$ cat src/rtl/mult_reg_sequencer_if.sv
// rtl/mult_reg_sequencer_if.sv - decode-side and micro-op-side signal bundle for the multi-register sequencer
interface mult_reg_sequencer_if #(
    parameter int ADDR_WIDTH = 4,
    parameter int LIST_WIDTH = 8
);
    logic                  start_i;
    logic [1:0]            op_i;
    logic [LIST_WIDTH-1:0] reg_list_i;
    logic                  extra_reg_i;
    logic [ADDR_WIDTH-1:0] base_reg_i;
    logic                  uop_ready_i;
    logic                  busy_o;
    logic                  uop_valid_o;
    logic [ADDR_WIDTH-1:0] uop_reg_o;
    logic [ADDR_WIDTH-1:0] uop_base_o;
    logic [7:0]            uop_offset_o;
    logic                  uop_load_o;
    logic                  uop_wb_o;
    logic                  uop_last_o;
    logic                  done_o;

    modport slave (
        input  start_i, op_i, reg_list_i, extra_reg_i, base_reg_i, uop_ready_i,
        output busy_o, uop_valid_o, uop_reg_o, uop_base_o, uop_offset_o,
               uop_load_o, uop_wb_o, uop_last_o, done_o
    );

    modport master (
        output start_i, op_i, reg_list_i, extra_reg_i, base_reg_i, uop_ready_i,
        input  busy_o, uop_valid_o, uop_reg_o, uop_base_o, uop_offset_o,
               uop_load_o, uop_wb_o, uop_last_o, done_o
    );
endinterface

$ cat src/rtl/mult_reg_sequencer.sv
// rtl/mult_reg_sequencer.sv - splits PUSH/POP/STM/LDM into single-register micro-ops plus base writeback
module mult_reg_sequencer #(
    parameter int ADDR_WIDTH = 4,
    parameter int LIST_WIDTH = 8,
    parameter int WORD_BYTES = 4
) (
    input  logic                 clk_i,
    input  logic                 rst_n_i,
    mult_reg_sequencer_if.slave  bus
);
    localparam int MW = LIST_WIDTH + 1;
    localparam int CW = $clog2(MW + 1);
    localparam logic [1:0] OP_PUSH = 2'b00;
    localparam logic [1:0] OP_POP  = 2'b01;
    localparam logic [1:0] OP_LDM  = 2'b11;
    localparam logic [ADDR_WIDTH-1:0] REG_SP = ADDR_WIDTH'(13);
    localparam logic [ADDR_WIDTH-1:0] REG_LR = ADDR_WIDTH'(14);
    localparam logic [ADDR_WIDTH-1:0] REG_PC = ADDR_WIDTH'(15);
    localparam logic [7:0] STEP = 8'(WORD_BYTES);

    typedef enum logic [1:0] {S_IDLE, S_MEM, S_WB} state_t;

    function automatic logic [CW-1:0] f_popcount(input logic [MW-1:0] m);
        f_popcount = '0;
        for (int i = 0; i < MW; i++) f_popcount = f_popcount + CW'(m[i]);
    endfunction

    function automatic logic [ADDR_WIDTH-1:0] f_lowest(input logic [MW-1:0] m);
        f_lowest = '0;
        for (int i = MW - 1; i >= 0; i--) if (m[i]) f_lowest = ADDR_WIDTH'(i);
    endfunction

    state_t                r_state, nxt_state;
    logic [1:0]            r_op, nxt_op;
    logic [ADDR_WIDTH-1:0] r_base, nxt_base;
    logic [MW-1:0]         r_mask, nxt_mask;
    logic [CW-1:0]         r_n, nxt_n;
    logic                  r_wb_en, nxt_wb_en;
    logic [7:0]            r_offset, nxt_offset;

    logic                  r_uop_valid, nxt_uop_valid;
    logic [ADDR_WIDTH-1:0] r_uop_reg, nxt_uop_reg;
    logic [ADDR_WIDTH-1:0] r_uop_base, nxt_uop_base;
    logic [7:0]            r_uop_offset, nxt_uop_offset;
    logic                  r_uop_load, nxt_uop_load;
    logic                  r_uop_wb, nxt_uop_wb;
    logic                  r_uop_last, nxt_uop_last;
    logic                  r_done, nxt_done;

    logic                  w_hs;
    logic [MW-1:0]         w_start_mask;
    logic [CW-1:0]         w_start_n;
    logic [7:0]            w_start_span;
    logic [LIST_WIDTH-1:0] w_list_shift;
    logic                  w_base_in_list;
    logic [MW-1:0]         w_mask_rest;
    logic [ADDR_WIDTH-1:0] w_low_idx;
    logic [7:0]            w_wb_span;

    assign w_hs           = r_uop_valid & bus.uop_ready_i;
    assign w_start_mask   = {bus.extra_reg_i & ~bus.op_i[1], bus.reg_list_i};
    assign w_start_n      = f_popcount(w_start_mask);
    assign w_start_span   = 8'(WORD_BYTES * int'(w_start_n));
    assign w_list_shift   = bus.reg_list_i >> bus.base_reg_i;
    assign w_base_in_list = w_list_shift[0];
    assign w_mask_rest    = r_mask & (r_mask - MW'(1));

    // Next-state: launch, per-uop mask/offset update, completion
    always_comb begin
        nxt_state  = r_state;
        nxt_op     = r_op;
        nxt_base   = r_base;
        nxt_mask   = r_mask;
        nxt_n      = r_n;
        nxt_wb_en  = r_wb_en;
        nxt_offset = r_offset;
        nxt_done   = 1'b0;
        case (r_state)
            S_IDLE: if (bus.start_i) begin
                nxt_op     = bus.op_i;
                nxt_mask   = w_start_mask;
                nxt_base   = bus.op_i[1] ? bus.base_reg_i : REG_SP;
                nxt_n      = w_start_n;
                nxt_offset = (bus.op_i == OP_PUSH) ? -w_start_span : 8'd0;
                // LDM that reloads its own base must not have the loaded value overwritten
                nxt_wb_en  = (bus.op_i != OP_LDM) || !w_base_in_list;
                if (w_start_n == '0) nxt_done = 1'b1;
                else                 nxt_state = S_MEM;
            end
            S_MEM: if (w_hs) begin
                nxt_mask   = w_mask_rest;
                nxt_offset = r_offset + STEP;
                if (w_mask_rest == '0) begin
                    if (r_wb_en) nxt_state = S_WB;
                    else begin
                        nxt_state = S_IDLE;
                        nxt_done  = 1'b1;
                    end
                end
            end
            S_WB: if (w_hs) begin
                nxt_state = S_IDLE;
                nxt_done  = 1'b1;
            end
            default: nxt_state = S_IDLE;
        endcase
    end

    assign w_low_idx = f_lowest(nxt_mask);
    assign w_wb_span = 8'(WORD_BYTES * int'(nxt_n));

    // Micro-op fields for the coming cycle, derived from the next state so outputs can be registered
    always_comb begin
        nxt_uop_valid  = 1'b0;
        nxt_uop_reg    = '0;
        nxt_uop_base   = '0;
        nxt_uop_offset = '0;
        nxt_uop_load   = 1'b0;
        nxt_uop_wb     = 1'b0;
        nxt_uop_last   = 1'b0;
        if (nxt_state == S_MEM) begin
            nxt_uop_valid  = 1'b1;
            nxt_uop_reg    = (w_low_idx == ADDR_WIDTH'(LIST_WIDTH))
                           ? ((nxt_op == OP_POP) ? REG_PC : REG_LR) : w_low_idx;
            nxt_uop_base   = nxt_base;
            nxt_uop_offset = nxt_offset;
            nxt_uop_load   = nxt_op[0];
            nxt_uop_last   = !nxt_wb_en && ((nxt_mask & (nxt_mask - MW'(1))) == '0);
        end else if (nxt_state == S_WB) begin
            nxt_uop_valid  = 1'b1;
            nxt_uop_reg    = nxt_base;
            nxt_uop_base   = nxt_base;
            nxt_uop_offset = (nxt_op == OP_PUSH) ? -w_wb_span : w_wb_span;
            nxt_uop_wb     = 1'b1;
            nxt_uop_last   = 1'b1;
        end
    end

    // Control state register
    always_ff @(posedge clk_i or negedge rst_n_i) begin
        if (!rst_n_i) begin
            r_state  <= S_IDLE;
            r_op     <= '0;
            r_base   <= '0;
            r_mask   <= '0;
            r_n      <= '0;
            r_wb_en  <= 1'b0;
            r_offset <= '0;
        end else begin
            r_state  <= nxt_state;
            r_op     <= nxt_op;
            r_base   <= nxt_base;
            r_mask   <= nxt_mask;
            r_n      <= nxt_n;
            r_wb_en  <= nxt_wb_en;
            r_offset <= nxt_offset;
        end
    end

    // Registered micro-op and done outputs
    always_ff @(posedge clk_i or negedge rst_n_i) begin
        if (!rst_n_i) begin
            r_uop_valid  <= 1'b0;
            r_uop_reg    <= '0;
            r_uop_base   <= '0;
            r_uop_offset <= '0;
            r_uop_load   <= 1'b0;
            r_uop_wb     <= 1'b0;
            r_uop_last   <= 1'b0;
            r_done       <= 1'b0;
        end else begin
            r_uop_valid  <= nxt_uop_valid;
            r_uop_reg    <= nxt_uop_reg;
            r_uop_base   <= nxt_uop_base;
            r_uop_offset <= nxt_uop_offset;
            r_uop_load   <= nxt_uop_load;
            r_uop_wb     <= nxt_uop_wb;
            r_uop_last   <= nxt_uop_last;
            r_done       <= nxt_done;
        end
    end

    assign bus.busy_o       = (r_state != S_IDLE);
    assign bus.uop_valid_o  = r_uop_valid;
    assign bus.uop_reg_o    = r_uop_reg;
    assign bus.uop_base_o   = r_uop_base;
    assign bus.uop_offset_o = r_uop_offset;
    assign bus.uop_load_o   = r_uop_load;
    assign bus.uop_wb_o     = r_uop_wb;
    assign bus.uop_last_o   = r_uop_last;
    assign bus.done_o       = r_done;
endmodule
$ cat src/flat_wrapper.sv
// flat-port wrapper written by rule: the top's interface ports become plain ports
module mult_reg_sequencer_flat 
#(
    parameter int ADDR_WIDTH = 4,
    parameter int LIST_WIDTH = 8,
    parameter int WORD_BYTES = 4
)
  (clk_i, rst_n_i, bus_start_i, bus_op_i, bus_reg_list_i, bus_extra_reg_i, bus_base_reg_i, bus_uop_ready_i, bus_busy_o, bus_uop_valid_o, bus_uop_reg_o, bus_uop_base_o, bus_uop_offset_o, bus_uop_load_o, bus_uop_wb_o, bus_uop_last_o, bus_done_o);
  mult_reg_sequencer_if #(.ADDR_WIDTH(ADDR_WIDTH), .LIST_WIDTH(LIST_WIDTH)) bus_i ();
  input  logic clk_i;
  input  logic rst_n_i;
  input wire logic [$bits(bus_i.start_i)-1:0] bus_start_i;
  input wire logic [$bits(bus_i.op_i)-1:0] bus_op_i;
  input wire logic [$bits(bus_i.reg_list_i)-1:0] bus_reg_list_i;
  input wire logic [$bits(bus_i.extra_reg_i)-1:0] bus_extra_reg_i;
  input wire logic [$bits(bus_i.base_reg_i)-1:0] bus_base_reg_i;
  input wire logic [$bits(bus_i.uop_ready_i)-1:0] bus_uop_ready_i;
  output wire logic [$bits(bus_i.busy_o)-1:0] bus_busy_o;
  output wire logic [$bits(bus_i.uop_valid_o)-1:0] bus_uop_valid_o;
  output wire logic [$bits(bus_i.uop_reg_o)-1:0] bus_uop_reg_o;
  output wire logic [$bits(bus_i.uop_base_o)-1:0] bus_uop_base_o;
  output wire logic [$bits(bus_i.uop_offset_o)-1:0] bus_uop_offset_o;
  output wire logic [$bits(bus_i.uop_load_o)-1:0] bus_uop_load_o;
  output wire logic [$bits(bus_i.uop_wb_o)-1:0] bus_uop_wb_o;
  output wire logic [$bits(bus_i.uop_last_o)-1:0] bus_uop_last_o;
  output wire logic [$bits(bus_i.done_o)-1:0] bus_done_o;
  assign bus_i.start_i = bus_start_i;
  assign bus_i.op_i = bus_op_i;
  assign bus_i.reg_list_i = bus_reg_list_i;
  assign bus_i.extra_reg_i = bus_extra_reg_i;
  assign bus_i.base_reg_i = bus_base_reg_i;
  assign bus_i.uop_ready_i = bus_uop_ready_i;
  assign bus_busy_o = bus_i.busy_o;
  assign bus_uop_valid_o = bus_i.uop_valid_o;
  assign bus_uop_reg_o = bus_i.uop_reg_o;
  assign bus_uop_base_o = bus_i.uop_base_o;
  assign bus_uop_offset_o = bus_i.uop_offset_o;
  assign bus_uop_load_o = bus_i.uop_load_o;
  assign bus_uop_wb_o = bus_i.uop_wb_o;
  assign bus_uop_last_o = bus_i.uop_last_o;
  assign bus_done_o = bus_i.done_o;
  mult_reg_sequencer #(.ADDR_WIDTH(ADDR_WIDTH), .LIST_WIDTH(LIST_WIDTH), .WORD_BYTES(WORD_BYTES)) u_core (.clk_i(clk_i), .rst_n_i(rst_n_i), .bus(bus_i));
endmodule
$ cat config.mk
export PLATFORM = sky130hd
export DESIGN_NAME = mult_reg_sequencer_flat
export DESIGN_NICKNAME = d
export VERILOG_FILES = /design/src/rtl/mult_reg_sequencer_if.sv /design/src/rtl/mult_reg_sequencer.sv /design/src/flat_wrapper.sv
export SDC_FILE = /design/constraint.sdc
export NUM_CORES = 1
export LEC_CHECK = 0
export CAP_MARGIN = 20
export CORE_MARGIN = 2
export CORE_UTILIZATION = 36
export DETAILED_ROUTE_END_ITERATION = 12
export GPL_TIMING_DRIVEN = 0
export PLACE_DENSITY = 0.58
export SYNTH_ARGS = -nofsm -noshare
export SYNTH_HDL_FRONTEND = slang
export SYNTH_SLANG_ARGS = --single-unit
export TNS_END_PERCENT = 30
$ cat constraint.sdc
create_clock -name clk_i -period 3.8 [get_ports clk_i]
set_input_delay 0.76 -clock clk_i [delete_from_list [all_inputs] [get_ports clk_i]]
set_output_delay 0.76 -clock clk_i [all_outputs]
set_load 0.01 [all_outputs]
Word-level counts from Yosys, hierarchy flattened

Cells that the tools add are included.

Register bits after elaboration: 51
Bits in writable memories: 0
Output and inout port bits: 22
Input bits: 19
Latch bits: 0
Memories: 0
ROM bits: 0
Logic and storage cells: 104

Add/sub/neg operators: 13
Muxes and demuxes: 52
Reduce and logical (&&, ||, !) cells: 11
Divide/modulo/power cells: 0
Magnitude comparators: 0
$mul: 0
Eq/ne operators: 7
Shift-type cells: 1
Bitwise logic cells: 5

Operator list:

| cell                  | count |
|---|---|
| $mux W4               | 18 |
| $mux W8               | 6 |
| $add A4 B1 Y4         | 7 |
| $and A9 B9 Y9         | 2 |
| $logic_not A9 Y1      | 2 |
| $mux W9               | 2 |
| $pmux W9 S2           | 1 |
| $sub A9 B1 Y9 const B | 2 |
| $mux W2               | 8 |
| $neg A6 Y8            | 2 |
| $pmux W8 S2           | 1 |
| $mux W1               | 14 |
| $add A8 B3 Y8 const B | 1 |
| $shr A8 B4 Y1         | 1 |
| $eq A2 B1 Y1 const B  | 3 |
| $logic_not A2 Y1      | 3 |
| $pmux W2 S3           | 1 |
| $eq A2 B2 Y1 const B  | 2 |
| $eq A4 B4 Y1 const B  | 1 |
| $logic_not A4 Y1      | 1 |
| $pmux W1 S3           | 1 |
| $add A1 B1 Y2         | 1 |
| $and A1 B1 Y1         | 2 |
| $logic_not A1 Y1      | 2 |
| 5 further kinds       | 5 |

Depth between registers and ports, before layout

Depth in word-level cells: 16
Mapped depth: 21
Gate-level depth less buffers: 20

Least setup slack after synthesis

OpenSTA, ideal clock, no wires.

Path kind: input to register
From: input port bus_reg_list_i[0]
To: register u_core.r_uop_last, in the netlist u_core.bus.uop_last_o
Arrival time: 4.749 ns
Data required time: 3.718 ns
Path buffers: 1
Setup slack: -1.031 ns
Library setup time: 0.082 ns
Stages: 20
Cell sequence: ha_1 -> inv_1 -> fa_1 -> fa_1 -> fa_1 -> inv_1 -> ha_1 -> inv_1 -> fa_1 -> ha_1 -> nand3_1 -> a21oi_1 -> nor2_1 -> o21a_1 -> ha_1 -> clkbuf_1 -> inv_1 -> a221oi_1 -> a31oi_1 -> a31oi_1

Word-level cells in the longest chain between the ends: 15
Elaborated cells on any way between the ends: 28
Those cells by class: 9 x add/sub; 2 x eq/ne; 1 x shift; 9 x mux; 1 x bitwise; 6 x reduce/logical

Ends and longest elaborated chain:

| what                            | line                      | text |
|---|---|---|
| start: declaration              | flat_wrapper.sv:14        | `input wire logic [$bits(bus_i.reg_list_i)-1:0] bus_reg_list_i;` |
| $add A1 B1 Y2 (*)               | mult_reg_sequencer.sv:25  | `for (int i = 0; i < MW; i++) f_popcount = f_popcount + CW'(m[i]);` |
| $add A4 B1 Y4 (*) (7 in series) | mult_reg_sequencer.sv:25  |  |
| $logic_not A4 Y1 (*)            | mult_reg_sequencer.sv:87  | `if (w_start_n == '0) nxt_done = 1'b1;` |
| $mux W2 (*)                     | mult_reg_sequencer.sv:87  |  |
| $mux W2 (*)                     | mult_reg_sequencer.sv:79  | `S_IDLE: if (bus.start_i) begin` |
| $pmux W2 S3 (*)                 | mult_reg_sequencer.sv:78  | `case (r_state)` |
| net u_core.nxt_state[0]         | mult_reg_sequencer.sv:33  | `state_t r_state, nxt_state;` |
| $eq A2 B2 Y1                    | mult_reg_sequencer.sv:129 | `end else if (nxt_state == S_WB) begin` |
| $mux W1                         | mult_reg_sequencer.sv:129 |  |
| $mux W1 (*)                     | mult_reg_sequencer.sv:121 | `if (nxt_state == S_MEM) begin` |
| net u_core.nxt_uop_last         | mult_reg_sequencer.sv:47  | `logic r_uop_last, nxt_uop_last;` |
| end signal: assignment          | mult_reg_sequencer.sv:178 | `r_uop_last <= nxt_uop_last;` |
| end: declaration                | mult_reg_sequencer.sv:47  |  |

The timed path passes the listed nets; every way through them passes the cells marked *.

Final worst setup path

From: input port bus_reg_list_i[0]
To: register u_core.r_uop_base[1], in the netlist u_core.bus.uop_base_o[1]

Word-level cells in the longest chain between the ends: 15
Elaborated cells on any way between the ends: 16
Those cells by class: 8 x add/sub; 2 x eq/ne; 5 x mux; 1 x reduce/logical

Ends and longest elaborated chain:

| what                            | line                      | text |
|---|---|---|
| $add A1 B1 Y2 (*)               | mult_reg_sequencer.sv:25  |  |
| $add A4 B1 Y4 (*) (7 in series) | mult_reg_sequencer.sv:25  |  |
| $logic_not A4 Y1 (*)            | mult_reg_sequencer.sv:87  |  |
| $mux W2 (*)                     | mult_reg_sequencer.sv:87  |  |
| $mux W2 (*)                     | mult_reg_sequencer.sv:79  |  |
| $pmux W2 S3 (*)                 | mult_reg_sequencer.sv:78  |  |
| net u_core.nxt_state[0]         | mult_reg_sequencer.sv:33  |  |
| $eq A2 B2 Y1                    | mult_reg_sequencer.sv:129 |  |
| $mux W4                         | mult_reg_sequencer.sv:129 |  |
| $mux W4 (*)                     | mult_reg_sequencer.sv:121 |  |
| net u_core.nxt_uop_base[1]      | mult_reg_sequencer.sv:43  | `logic [ADDR_WIDTH-1:0] r_uop_base, nxt_uop_base;` |
| end signal: assignment          | mult_reg_sequencer.sv:174 | `r_uop_base <= nxt_uop_base;` |
| end: declaration                | mult_reg_sequencer.sv:43  |  |

Marked as above.

==> flow_summary_export.csv <==
group,metric,value,unit
floorplan,coreArea,8093,sq um
power_and_ir_drop,ir_drop,335.3,uV
placement,dp_hpwl,6.061,mm
finish,diodes,0,
clock_tree,cts_root_buffer,"clkbuf_8",
worst_setup_path,cp-startpoint,"bus_reg_list_i[0]",
synthesis,ys_seq_area_share,42.89,%
synthesis,async_reset_ff_share,100.0,%
power_and_ir_drop,p_clk_share,10.5,%
worst_setup_path,path_cells,"buf_8 -> ha_4 -> inv_2 -> fa_1 -> fa_1 -> fa_1 -> inv_1 -> ha_2 -> inv_2 -> fa_2 -> ha_4 -> nand3_4 -> a21oi_2 -> nor2_2 -> o21a_1 -> ha_4 -> clkbuf_16 -> buf_4 -> buf_8 -> o21a_1",
routing,drc,0,
routing,viasPerCell,5.419,
synthesis,netlist_area,2975,sq um
worst_setup_path,cp_max_fo,10,
clock_tree,cts_tree,"built",
synthesis,synthCells,311,
routing,num_vias,2585,
routing,routed_wirelength,8.309,mm
grt,grt_pass1_vias,2553,
placement,dpl_cell_area,3582,sq um
synthesis,synth_area_leaders,"dfrtp_1 43%, ha_1 4.6%, inv_1 3.8%",
timing,fmax,218.9,MHz
power_and_ir_drop,pwr-share-seq,27.4,%
finish,syn_to_final_growth,31.20,%
worst_setup_path,crit_buf_inv,7,
clock_tree,cts_made_buffers,5,
synthesis,synth-seq-cells,51,
power_and_ir_drop,p_int,1.837,mW
clock_tree,max-clock-path-buffers,2,
finish,fillers,804,
timing,slew_headroom,55.46,%
floorplan,std_cell_rows,33,
synthesis,synthDistinctLibCells,64,
synthesis,yosysWarnings,0,
grt,grt_usage,19.66,%
worst_setup_path,critical-path-max-stage-delay,0.58,ns
synthesis,synth_common_cells,"51 x dfrtp_1, 30 x inv_1, 28 x nand2_1",
timing,final.setup_skew,0.004758,ns
flow_run,maxCapViolations,0,
grt,overflow,0,
power_and_ir_drop,p_switching,1.446,mW
power_and_ir_drop,p_leak,1.716,nW
placement,numPortBuffers,39,
floorplan,die_w,94.91,um
timing,rsz0062_at_grt,"true",
worst_hold_path,min_path_type,"in2async",
synthesis,synth.top_cell.area_share,42.89,%
grt,antenna_found_initial,0,
timing,hold_ws,0.4345,ns
timing,worstMarginPinSlew,0.6652,ns
clock_tree,htreeDepth,2,
timing,fin_crit,4.569,ns
finish,layout-drive-gt1-share,18.82,%
timing,fin_ws,-0.7688,ns
routing,drt_iter0_drc,163,
worst_setup_path,critical_path_class,"in2reg",
power_and_ir_drop,p_total,3.282,mW
clock_tree,clk_pin_slew,0.11,ns
worst_setup_path,critPathRequiredTime,4.02,ns
routing,route.antenna.remaining_nets,0,
worst_setup_path,rr_startpoint,"u_core.r_mask[1]",
floorplan,die_h,94.91,um
timing,final.period_utilization,120.2,%
floorplan,dieArea,9008,sq um
worst_setup_path,worst_setup_path_start_kind,"input port",
power_and_ir_drop,p_sw_share,44.04,%
floorplan,ios,41,
timing,maxSlewViolCount,0,
floorplan,start_util,36.77,%
synthesis,synth-edff-count,0,
status,status,"finished, violations left",
routing,dr.pass1.iters,5,
grt,grt_first_pass_wirelength,13.50,mm
grt,grt_start_max_net_pins,28,
finish,multi_input_area,1667,sq um
placement,gp_congestion,0.8683,
clock_tree,clkLatencyLatePin,0.32,ns
synthesis,ys.flop_type,"dfrtp_1",
worst_setup_path,end_kind,"flop",
routing,wl_per_cell,17.42,um
timing,finalSetupViolations,26,
status,violations,"setup timing",
clock_tree,clock_sinks,51,
power_and_ir_drop,p_per_area,840.8,nW/um^2
worst_setup_path,cp.arrival,4.79,ns
finish,seq_area,1276,sq um
synthesis,yosys.area.top_type,"dfrtp_1",
power_and_ir_drop,combPwrFrac,62.2,%
synthesis,syn_nets,346,
worst_setup_path,critPathTopFamily,"adder cells",
synthesis,yosysMostFrequentCell,"dfrtp_1",
finish,final_util,48.24,%
finish,design_area,3904,sq um
finish,nets,406,
worst_setup_path,worst_path_max_delay_cell,"fa_2",
synthesis,avgSynthCellArea,9.567,sq um
timing,hold_viol,0,
## cell type report
cell class	instances	area share, %
Multi-Input combinational cell	216	42.69
Sequential cell	51	32.69
Timing Repair Buffer	53	13.33
Tap cell	105	3.365
Inverter	30	3.077
Buffer	14	2.372
Clock buffer	5	1.763
Clock inverter	3	0.7051
## registers in the layout (all words and copies together) (netlist names), 2 cells and up
signal / count
u_core.bus.uop_base_o: 4
u_core.bus.uop_offset_o: 8
u_core.bus.uop_reg_o: 4
u_core.r_base: 4
u_core.r_mask: 9
u_core.r_n: 4
u_core.r_offset: 8
u_core.r_op: 2
u_core.r_state: 2
## metrics by stage
step / setup slack, ns / TNS (ns) / cells
3_3_place_gp: -2.063 / -46.04 / 455
5_1_grt: -0.9114 / -16.70 / 477
6_report: -0.7688 / -14.30 / 477
3_5_place_dp: -2.003 / -44.61 / 456
4_1_cts: -0.7760 / -13.48 / 474
2_1_floorplan: -0.8312 / -14.60 / 311
## kinds of logic after synthesis
group | synth area share (%)
AO/OA/AOI/OAI | 19.09
flip-flops | 42.89
XOR/XNOR | 1.766
adder cells (fa/ha/maj) | 8.663
AND/OR/NAND/NOR | 19.30
buffers and inverters | 5.803
multiplexers | 2.481
## layer usage
| layer | track usage (%) | up-vias | part of all wire (%) | wire length [um] |
|---|---|---|---|---|
| met5 | 0 | - | 0 | 0 |
| met3 | 3.033 | 9 | 4.8 | 398 |
| met1 | 28.24 | 1274 | 47 | 3893 |
| met4 | 4.106 | 0 | 0.87 | 72 |
| met2 | 31.50 | 72 | 47 | 3944 |
| li1 | - | 1230 | - | - |
## final timing paths
kind	endpoint	slack, ns	cells past startpoint
max	u_core.bus.uop_base_o[1]	-0.77	20
min	u_core.r_offset[1]	0.43	1
max reg2reg	u_core.bus.uop_offset_o[7]	0.76	11
min reg2reg	u_core.r_offset[1]	0.49	1
max in group asynchronous	u_core.r_mask[1]	2.81	2
min in group clk_i	u_core.r_offset[1]	0.49	1
## power by group through the flow
stage / clock network, mW / logic (mW) / registers (mW)
after floorplan: 0 / 1.18 / 0.908
after global placement: 0 / 1.71 / 0.899
after detailed placement: 0 / 1.73 / 0.904
after CTS: 0.357 / 1.92 / 0.893
after global routing: 0.375 / 2.25 / 0.922
final: 0.343 / 2.04 / 0.898
## layout by cell type, fill, tap and decap left out, types with 7 or more instances in the layout
cell type	instances
inv_1	26
buf_2	7
buf_4	11
a21oi_1	10
o21ai_0	9
clkdlybuf4s50_1	34
nor2_1	17
dfrtp_1	51
nand2_1	26
a31oi_1	9
## what timing repair did
action	CTS	global route
hold buffers	0	0
setup buffers	10	3
gates resized for setup	32	16
endpoints found under the setup margin	30	27
pin swaps	14	3
Note: power is estimated with default switching activity, not from simulation.
==> RTL change, RTL diff (same flow settings) <==
Reset style: synchronous (`rst_n_i`), changed in 2 clocked blocks.
--- a/src/rtl/mult_reg_sequencer.sv
+++ b/src/rtl/mult_reg_sequencer.sv
@@ -137,7 +137,7 @@
     end
 
     // Control state register
-    always_ff @(posedge clk_i or negedge rst_n_i) begin
+    always_ff @(posedge clk_i) begin
         if (!rst_n_i) begin
             r_state  <= S_IDLE;
             r_op     <= '0;
@@ -158,7 +158,7 @@
     end
 
     // Registered micro-op and done outputs
-    always_ff @(posedge clk_i or negedge rst_n_i) begin
+    always_ff @(posedge clk_i) begin
         if (!rst_n_i) begin
             r_uop_valid  <= 1'b0;
             r_uop_reg    <= '0;
Function: differs if rst_n_i is asserted again (counterexample within 4 cycles, from zero or initial values and one cycle with rst_n_i low); with rst_n_i held inactive, the same outputs for 4 cycles.
==> RTL change against the original RTL <==
  * The run still ends with setup timing left
  * Synthesized area fell by 3.0%
  * Worst setup slack got worse by 0.16 ns
  * Cell count rose by 4.8%
  * First-iteration DRC count rose by 73%
  * Core utilization fell by 0.20 points
  * Via count rose by 4.5%
  * Sequential cell count did not move
  * Routed wire length fell by 1.6%
  * Design area fell by 4.9%
Power is not compared: it rests on default switching activity, and its combinational part moved more than twofold at a synthesized area within 25%.
==> RTL change: results (changes against the original RTL) <==
metric,value,unit,change
status,finished with violations,,unchanged
failing checks,setup timing,,unchanged
Area contributors post-synth,"dfxtp_1, nor2_1, ha_1",,"was dfrtp_1, ha_1, inv_1"
Total Routing Usage GR,19.4,%,was 19.7%
Seq/total area,27.5,%,was 32.7%
Max-slew headroom,52.1,%,was 55.5%
FF-to-FF Start,u_core.r_mask[1]$_SDFF_PN0_,,was u_core.r_mask[1]$_DFF_PN0_
Post-synth top flop,dfxtp_1,,was dfrtp_1
R2R Setup Slk,0.47,ns,was 0.76 ns
Netlist cell types,70,,was 64
Largest register FFs,9,,unchanged
buffering overhead,16.2,%,was 15.7%
share of cells above drive strength 1,16.8,%,was 18.8%
cts repair resizes,33,,was 32
Fillers,736,,was 804
Adder-Cell Fraction of Synth Area,8.98,%,was 8.66%
"top cells by count, synth","dfxtp_1, nor2_1, a21oi_1, inv_1, nand2_1",,"was dfrtp_1, inv_1, nand2_1, nor2_1"
mux share of post-synthesis cell area,4.34,%,was 2.48%
"Seq/Total Area, Yosys",35.4,%,was 42.9%
WL/cell,16.4,µm,was 17.4 µm
CP arrival,5.00,ns,was 4.79 ns
DRT Pass-1 Iters,5,,unchanged
Signal buffers,68,,was 67
min-delay worst type,flop to flop,,was input pin to async pin
drt via density,5.40,,was 5.42
crit-path max FO,6,,was 10
DP Worst Slack,-1.99,ns,was -2.00 ns
CP max stage delay,0.52,ns,was 0.58 ns
Root Driver,clkbuf_8,,unchanged
Multi-input gate area,0.00179,mm²,was 0.00167 mm²
largest register by flop count,u_core.r_mask,,unchanged
largest net degree at the start of global routing,19,,was 28
PortBufs,40,,was 39
Post-Syn Nets,374,,was 346
Inverters,21,,was 30
vias in the first global route,2570,,"was 2,553"
Final Setup Violations,27,,was 26
HPWL Detailed,6270,µm,was 6060 µm
post-synthesis xor/xnor area fraction,1.21,%,was 1.77%
buffer count from post-CTS setup fixing,8,,was 10
end of the worst register-to-register path,u_core.bus.uop_reg_o[0]$_SDFF_PN0_,,was u_core.bus.uop_offset_o[7]$_DFF_PN0_
Final #Nets,432,,was 406
Setup TNS Final,-16.47,ns,was -14.30 ns
Reg2Reg Depth,13,,was 11
worst clock skew,0.0115,ns,was 0.00476 ns
Synth Area in Compound Gates,17.7,%,was 19.1%
setup slack after layout,-0.933,ns,was -0.769 ns
#MultiIn Comb,250,,was 216
Placer Congestion,0.865,,was 0.868
==> RTL change: metrics by stage <==
stage          cells  hold slack [ns]  power [mW]  instance area [µm²]
2_1_floorplan    339            0.450        1.08                 2910
3_3_place_gp     481            0.460        1.28                 3440
3_5_place_dp     481            0.467        1.30                 3440
4_1_cts          497            0.482        1.70                 3660
5_1_grt          500            0.509        1.85                 3710
6_report         500            0.482        1.74                 3710
==> RTL change: how the worst max path moves through the flow <==
stage                                             to  cells after the start
6_report          u_core.bus.uop_reg_o[0]$_SDFF_PN0_                     19
5_1_grt           u_core.bus.uop_reg_o[0]$_SDFF_PN0_                     19
4_1_cts           u_core.bus.uop_reg_o[0]$_SDFF_PN0_                     19
3_3_place_gp   u_core.bus.uop_offset_o[7]$_SDFF_PN0_                     19
2_1_floorplan  u_core.bus.uop_offset_o[7]$_SDFF_PN0_                     18
3_5_place_dp   u_core.bus.uop_offset_o[7]$_SDFF_PN0_                     19
==> RTL change: kinds of logic (layout without fill, tap and decap cells) <==
kind of cell / count (synthesis) / count (layout)
adders and majority gates: 18 / 18
buffers and inverters: 38 / 97
xor gates and xnor gates: 4 / 4
AOI/OAI and AO/OA: 78 / 78
muxes: 10 / 10
DFF: 51 / 51
and+or+nand+nor: 140 / 140
==> RTL change: where the power goes <==
part | internal [mW] | switching (mW)
clock network | 0.136 | 0.208
logic | 0.363 | 0.416
registers | 0.591 | 0.0307
total | 1.09 | 0.655
==> RTL change: routing by layer <==
layer  part of all wire (%)  up-vias  GRT usage [%]  routed length, µm
met3                    5.4       16           3.71                440
met1                     45     1265           24.5               3640
li1                       -     1331              -                  -
met4                    1.8        0           5.27                151
met2                     48       90           33.5               3950
met5                      0        -              0                  0
